### src/rtl/prim_util_pkg_u.sv
// Elaboration-time helpers for sizing counters and dividers.
package prim_util_pkg_u;

    // Bits needed to hold 0..value-1; never less than one.
    function automatic int vbits(int value);
        return (value <= 1) ? 1 : $clog2(value);
    endfunction

    function automatic int ceil_div(int num, int den);
        return (num + den - 1) / den;
    endfunction

endpackage

### src/rtl/uart_pkg_u.sv
// Frame-format types shared by the UART receive and transmit paths.
package uart_pkg_u;

    localparam int UartDataW = 8;

    typedef enum logic [2:0] {
        RxIdle    = 3'd0,
        RxStart   = 3'd1,
        RxData    = 3'd2,
        RxParity  = 3'd3,
        RxStop    = 3'd4,
        RxBrkWait = 3'd5
    } rx_state_e;

    typedef struct packed {
        logic frame_err;
        logic parity_err;
    } uart_rx_status_t;

endpackage

### src/rtl/uart_baud_tick_u.sv
// Free-running oversample tick divider; tick fires on the wrap cycle.
module uart_baud_tick_u
    import prim_util_pkg_u::*;
#(
    parameter int TickDiv = 2
) (
    input  logic clk_i,
    input  logic rst_i,
    input  logic en_i,
    output logic tick_o
);

    localparam int TickW = vbits(TickDiv);
    localparam logic [TickW-1:0] TickMax = TickW'(TickDiv - 1);

    logic [TickW-1:0] cnt_q;

    assign tick_o = en_i && (cnt_q == TickMax);

    always_ff @(posedge clk_i) begin
        if (rst_i || !en_i) begin
            cnt_q <= '0;
        end else if (cnt_q == TickMax) begin
            cnt_q <= '0;
        end else begin
            cnt_q <= cnt_q + TickW'(1);
        end
    end

endmodule

### src/rtl/uart_rx_core_u.sv
// UART receiver: oversampled start/data/parity/stop deserialiser with break
// detection, feeding a 1-entry valid/ready output buffer.
module uart_rx_core_u
    import uart_pkg_u::*;
#(
    parameter int ClkFreq    = 50_000_000,
    parameter int BaudRate   = 115200,
    parameter int Oversample = 16,
    parameter int SyncStages = 2
) (
    input  logic                 clk_i,
    input  logic                 rst_i,
    input  logic                 rx_enable_i,
    input  logic                 parity_en_i,
    input  logic                 parity_odd_i,
    input  logic                 rx_i,
    output logic [UartDataW-1:0] rx_data_o,
    output logic                 rx_valid_o,
    input  logic                 rx_ready_i,
    output logic                 frame_err_o,
    output logic                 parity_err_o,
    output logic                 overflow_o,
    output logic                 break_o,
    output logic                 rx_busy_o
);

    localparam int TickDiv = prim_util_pkg_u::ceil_div(ClkFreq, BaudRate * Oversample);
    localparam int OvsW    = prim_util_pkg_u::vbits(Oversample);
    localparam logic [OvsW-1:0] OvsMid  = OvsW'(Oversample / 2 - 1);
    localparam logic [OvsW-1:0] OvsLast = OvsW'(Oversample - 1);

    rx_state_e            state_q, state_d;
    logic                 tick;
    logic [SyncStages-1:0] sync_q;
    logic                 rx_sync;
    logic [2:0]           hist_q;
    logic                 maj;
    logic [OvsW-1:0]      ovs_q;
    logic [2:0]           bit_q;
    logic [UartDataW-1:0] shift_q;
    logic                 par_bit_q, par_en_q, par_odd_q, stop_q;
    logic                 commit_q, break_q;
    logic                 stop_sample, brk_hit, break_clr;
    logic [UartDataW-1:0] data_q;
    uart_rx_status_t      status_q;
    logic                 valid_q, overflow_q;

    uart_baud_tick_u #(.TickDiv(TickDiv)) u_tick (
        .clk_i  (clk_i),
        .rst_i  (rst_i),
        .en_i   (rx_enable_i),
        .tick_o (tick)
    );

    always_ff @(posedge clk_i) begin
        if (rst_i) begin
            sync_q <= '1;
            hist_q <= '1;
        end else begin
            sync_q <= {sync_q[SyncStages-2:0], rx_i};
            if (tick) begin
                hist_q <= {hist_q[1:0], rx_sync};
            end
        end
    end

    assign rx_sync = sync_q[SyncStages-1];
    assign maj = (hist_q[0] & hist_q[1]) | (hist_q[0] & hist_q[2]) | (hist_q[1] & hist_q[2]);

    always_ff @(posedge clk_i) begin
        if (rst_i) begin
            state_q <= RxIdle;
        end else begin
            state_q <= state_d;
        end
    end

    always_comb begin
        state_d = state_q;
        if (!rx_enable_i) begin
            state_d = RxIdle;
        end else if (tick) begin
            case (state_q)
                RxIdle:    if (!rx_sync) state_d = RxStart;
                RxStart:   if (ovs_q == OvsMid) state_d = maj ? RxIdle : RxData;
                RxData:    if (ovs_q == OvsLast && bit_q == 3'd7) state_d = par_en_q ? RxParity : RxStop;
                RxParity:  if (ovs_q == OvsLast) state_d = RxStop;
                RxStop:    if (ovs_q == OvsLast) state_d = brk_hit ? RxBrkWait : RxIdle;
                RxBrkWait: if (maj) state_d = RxIdle;
                default:   state_d = RxIdle;
            endcase
        end
    end

    always_comb begin
        rx_busy_o   = (state_q != RxIdle);
        stop_sample = tick && (state_q == RxStop) && (ovs_q == OvsLast);
        // At the stop sample, maj is the stop bit itself.
        brk_hit     = (shift_q == '0) && !maj && (!par_en_q || !par_bit_q);
        break_clr   = !rx_enable_i || (tick && (state_q == RxBrkWait) && maj);
    end

    always_ff @(posedge clk_i) begin
        if (rst_i) begin
            ovs_q     <= '0;
            bit_q     <= '0;
            shift_q   <= '0;
            par_bit_q <= 1'b0;
            par_en_q  <= 1'b0;
            par_odd_q <= 1'b0;
            stop_q    <= 1'b0;
            commit_q  <= 1'b0;
            break_q   <= 1'b0;
        end else begin
            commit_q <= stop_sample;
            if (stop_sample) stop_q <= maj;
            if (stop_sample && brk_hit) begin
                break_q <= 1'b1;
            end else if (break_clr) begin
                break_q <= 1'b0;
            end
            if (!rx_enable_i) begin
                ovs_q <= '0;
                bit_q <= '0;
            end else if (tick) begin
                case (state_q)
                    RxIdle: begin
                        ovs_q <= '0;
                        bit_q <= '0;
                        if (!rx_sync) begin
                            par_en_q  <= parity_en_i;
                            par_odd_q <= parity_odd_i;
                        end
                    end
                    RxStart: ovs_q <= (ovs_q == OvsMid) ? '0 : ovs_q + OvsW'(1);
                    RxData, RxParity, RxStop: begin
                        if (ovs_q == OvsLast) begin
                            ovs_q <= '0;
                            if (state_q == RxData) begin
                                shift_q <= {maj, shift_q[UartDataW-1:1]};
                                bit_q   <= bit_q + 3'd1;
                            end
                            if (state_q == RxParity) par_bit_q <= maj;
                        end else begin
                            ovs_q <= ovs_q + OvsW'(1);
                        end
                    end
                    default: ovs_q <= '0;
                endcase
            end
        end
    end

    always_ff @(posedge clk_i) begin
        if (rst_i) begin
            data_q     <= '0;
            status_q   <= '0;
            valid_q    <= 1'b0;
            overflow_q <= 1'b0;
        end else begin
            overflow_q <= 1'b0;
            if (commit_q) begin
                if (!valid_q || rx_ready_i) begin
                    data_q              <= shift_q;
                    status_q.frame_err  <= !stop_q;
                    status_q.parity_err <= par_en_q && ((^shift_q ^ par_bit_q) != par_odd_q);
                    valid_q             <= 1'b1;
                end else begin
                    overflow_q <= 1'b1;
                end
            end else if (valid_q && rx_ready_i) begin
                valid_q <= 1'b0;
            end
        end
    end

    assign rx_data_o    = data_q;
    assign rx_valid_o   = valid_q;
    assign frame_err_o  = status_q.frame_err;
    assign parity_err_o = status_q.parity_err;
    assign overflow_o   = overflow_q;
    assign break_o      = break_q;

endmodule

### config.mk
export PLATFORM = sky130hd
export DESIGN_NAME = uart_rx_core_u
export DESIGN_NICKNAME = d
export VERILOG_FILES = /design/src/rtl/prim_util_pkg_u.sv /design/src/rtl/uart_pkg_u.sv /design/src/rtl/uart_baud_tick_u.sv /design/src/rtl/uart_rx_core_u.sv
export SDC_FILE = /design/constraint.sdc
export NUM_CORES = 1
export LEC_CHECK = 0
export BUFFER_PORTS_ARGS = -buffer_cell sky130_fd_sc_hd__buf_2
export CAP_MARGIN = 25
export CORE_MARGIN = 2
export CORE_UTILIZATION = 45
export DETAILED_ROUTE_END_ITERATION = 8
export PLACE_DENSITY_LB_ADDON = 0.05
export SLEW_MARGIN = 20
export SYNTH_ARGS = -nofsm -noshare
export SYNTH_HDL_FRONTEND = slang
export SYNTH_SLANG_ARGS = --single-unit
export TNS_END_PERCENT = 50
### constraint.sdc
create_clock -name clk_i -period 2.44 [get_ports clk_i]
set_input_delay 0 -clock clk_i [delete_from_list [all_inputs] [get_ports clk_i]]
set_output_delay 0 -clock clk_i [all_outputs]
set_load 0.005 [all_outputs]
==> results.yml <==
status:
  outcome: "completed"
worst_setup_path:
  critical_path.slowest_cell: "sky130_fd_sc_hd__and4b_1"
  worst-setup-path-type: "flop to flop"
  cp-start-kind: "flop"
  worstSetupPathDepth: 6
  timing.critical_path.to_type: "flop"
  cpLargestDelayFamily: "simple AND/OR/NAND/NOR gates"
  worst_path_largest_cell_delay_ns: 0.51
  cp_data_arrival_time_ns: 2.25
  timing.critical_path.cells: "ha_1, and4b_1, nand2_8, a2111oi_4, mux2i_1, nor2_1"
  timing.critical_path.fanout_max: 10
  reg2regPathDepth: 6
  count_of_buffering_cells_on_the_critical_path_with_inverters_included: 0
  worst_ep_required_time_ns: 2.62
synth:
  avgSynthCellArea_um2: 8.45
  synth_cell_types: 39
  ffs_w_async_s_r_synth_pct: 0
  number_of_warning_messages_in_the_yosys_log: 0
  flip_flop_and_latch_count_after_synthesis: 46
  postSynth.topFlopCell: "sky130_fd_sc_hd__dfxtp_1"
  mapped_area_um2: 2100
  yosysTopAreaCell: "sky130_fd_sc_hd__dfxtp_1"
  post-synth-top-count-cell: "sky130_fd_sc_hd__nand2_1"
  synth_top_area_share_pct: 43.8
  synth_top_cells_by_area: "sky130_fd_sc_hd__dfxtp_1 44%, sky130_fd_sc_hd__nand2_1 8.9%, sky130_fd_sc_hd__a21oi_1 6.9%, sky130_fd_sc_hd__ha_1 4.8%, sky130_fd_sc_hd__mux2i_1 3.3%"
  synth.net_count: 264
  post_synth_edffs: 0
  post_synth_inst_count: 249
  ys_top_cells_by_count: "50 x sky130_fd_sc_hd__nand2_1, 46 x sky130_fd_sc_hd__dfxtp_1, 29 x sky130_fd_sc_hd__a21oi_1, 15 x sky130_fd_sc_hd__nor2_1, 12 x sky130_fd_sc_hd__nand3_1"
  synth-seq-area-share_pct: 43.8
clocking:
  cts_sinks: 46
  insertion_delay_ns: 0.31
  cts_repair_resize_count: 0
  clock_tree_from_tritoncts: "done"
  cts-hold-fix-buffers: 3
  total_cts_buffers: 5
  cts_setup_buffers: 0
  clock_tree.buffer_depth: 2
  clockRootBuffer: "sky130_fd_sc_hd__clkbuf_8"
  clkSlewWorstSetupHoldPaths_ns: 0.10
  cts-htree-levels: 2
sta:
  fmax_ghz: 0.483
  final_critical_path_setup_slack_ns: 0.371
  max_slew_violation_total_from_the_final_report: 0
  finalSetupTns_ns: 0
  timing.max_slew.rel_slack_pct: 55.4
  finalHoldWorstSlack_ns: 0.0171
  setup-violations-final: 0
  post-route-min-period_ns: 2.07
  max_slew.worst_pin.slew_ns: 0.667
  final.period_utilization_pct: 84.8
  hold_viol_final: 0
  fin_skew_ns: 0.0129
  grt_setup_unrepaired: "no"
placed_design:
  instance_count_after_placement_with_tap_cells_included: 309
  pre_cts_slack_ns: 0.378
  post-dp-hpwl_um: 2840
  place.gp.congestion: 0.749
  buffer_ports.inserted: 20
final_layout:
  final_core_utilization_pct: 52.4
  num-nets-final: 282
  antenna-diode-count: 0
  final-instance-count-excl-fill: 320
  drive_above_1_share_pct: 12.3
  areaGrowthSynthToFinish_pct: 10.6
global_route:
  grt_util_overall_pct: 17.5
  maximum_number_of_pins_on_one_net_before_global_route_repair: 34
  grt-ovfl-total: 0
  grt_antenna_before_repair: 0
  grt_pass1_vias: 1520
  first_pass_grt_wire_length_um: 7160
hold_path:
  hold_path_depth: 3
  min_path_type: "primary input to flop"
power_and_ir_drop:
  p_leak_nw: 0.884
  vdd_drop_max_uv: 260
  power-per-cell-area_nw_per_um2: 542
route:
  route.vias.total: 1661
  route.detailed.drc: 0
  via_per_instance_ratio: 5.19
  drt_wl_total_um: 4180
  drt_pass1_iterations: 4
  route.detailed.wl_per_inst_um: 13.0
  drt_iter0_markers: 93
  ant_nets: 0
floorplan:
  rows: 24
  floorplan.initialDensity_pct: 47.4
  die_h_um: 72.4
  design.core.area_um2: 4440
  io-pin-count: 21
  design.die.area_um2: 5240
  dieWidth_um: 72.4
job:
  cap_violations: 0
## routing by layer
layer,part of all wire (%),vias to the layer above,track usage [%]
met2,38,41,24.4
met5,0,-,0
met4,1.6,0,6.79
met3,4.7,7,4.72
met1,55,728,25.7
li1,-,885,-
## cell usage in the layout, fill, tap and decap left out, types with 2 or more instances in the layout
cell type                       Yosys  layout
sky130_fd_sc_hd__o22ai_1            2       2
sky130_fd_sc_hd__nand3_1           12      12
sky130_fd_sc_hd__nand2b_1           6       6
sky130_fd_sc_hd__ha_1               8       8
sky130_fd_sc_hd__clkbuf_8           0       5
sky130_fd_sc_hd__nand2_1           50      50
sky130_fd_sc_hd__nand3b_1           5       5
sky130_fd_sc_hd__dfxtp_1           46      46
sky130_fd_sc_hd__dlygate4sd3_1      0       3
sky130_fd_sc_hd__xor2_1             2       2
sky130_fd_sc_hd__buf_2              4      20
sky130_fd_sc_hd__and3_1             4       4
sky130_fd_sc_hd__nor3_1             4       4
sky130_fd_sc_hd__xnor2_1            7       7
sky130_fd_sc_hd__inv_1              9       9
sky130_fd_sc_hd__or3_1              3       3
sky130_fd_sc_hd__a21oi_1           29      29
sky130_fd_sc_hd__nand4b_1           4       4
sky130_fd_sc_hd__nor2b_1            4       4
sky130_fd_sc_hd__nor2_1            15      15
sky130_fd_sc_hd__mux2i_1            7       7
sky130_fd_sc_hd__or2_2              2       2
## state kept, by name, indices dropped and copies added (netlist names), 2 cells and up
signal / flops
hist_q: 3
bit_q: 3
shift_q: 8
ovs_q: 4
state_q: 3
rx_data_o: 8
u_tick.cnt_q: 5
sync_q: 2
## final timing paths
path / startpoint / endpoint / slack (ns)
setup / recovery: u_tick.cnt_q[0] / bit_q[2] / 0.37
hold reg to reg: sync_q[0] / sync_q[1] / 0.42
setup reg to reg: u_tick.cnt_q[0] / bit_q[2] / 0.37
hold / removal: rx_ready_i / overflow_o / 0.02
## cells by family (layout without fill, tap and decap cells)
family	count (synthesis)	count (layout)	share of synthesized area, %
xor gates and xnor gates	9	9	3.75
muxes	7	7	3.33
buffers and inverters	22	41	4.88
DFF	46	46	43.8
AOI/OAI and AO/OA	41	41	11.9
adders and majority gates	9	9	5.23
and+or+nand+nor	115	115	27.2
## cell type report
class | count | area [µm²]
Sequential cell | 46 | 921
Fill cell | 439 | 2120
Clock inverter | 3 | 21.3
Inverter | 9 | 33.8
Multi-Input combinational cell | 181 | 1080
Tap cell | 52 | 65.1
Clock buffer | 5 | 68.8
Timing Repair Buffer | 24 | 138
## worst min-delay path, cell delays in order
cell and delay [ns]:
sky130_fd_sc_hd__buf_2 0.07, sky130_fd_sc_hd__nand2b_1 0.15, sky130_fd_sc_hd__nor3_1 0.06
## power breakdown
| part | internal, mW | total, mW | leakage, nW | switching (mW) |
|---|---|---|---|---|
| Combinational | 0.0117 | 0.0315 | 0.469 | 0.0198 |
| Clock | 0.202 | 0.475 | 0.0441 | 0.273 |
| Sequential | 0.753 | 0.755 | 0.371 | 0.00200 |
| Total | 0.966 | 1.26 | 0.884 | 0.295 |
## per-stage QoR
step	power [mW]	cell area, µm²
after global routing	1.31	2330
after CTS	1.27	2330
after detailed placement	0.800	2210
after floorplan	0.793	2100
final	1.26	2330
after global placement	0.801	2210
Power figures use the tool's default switching activity.
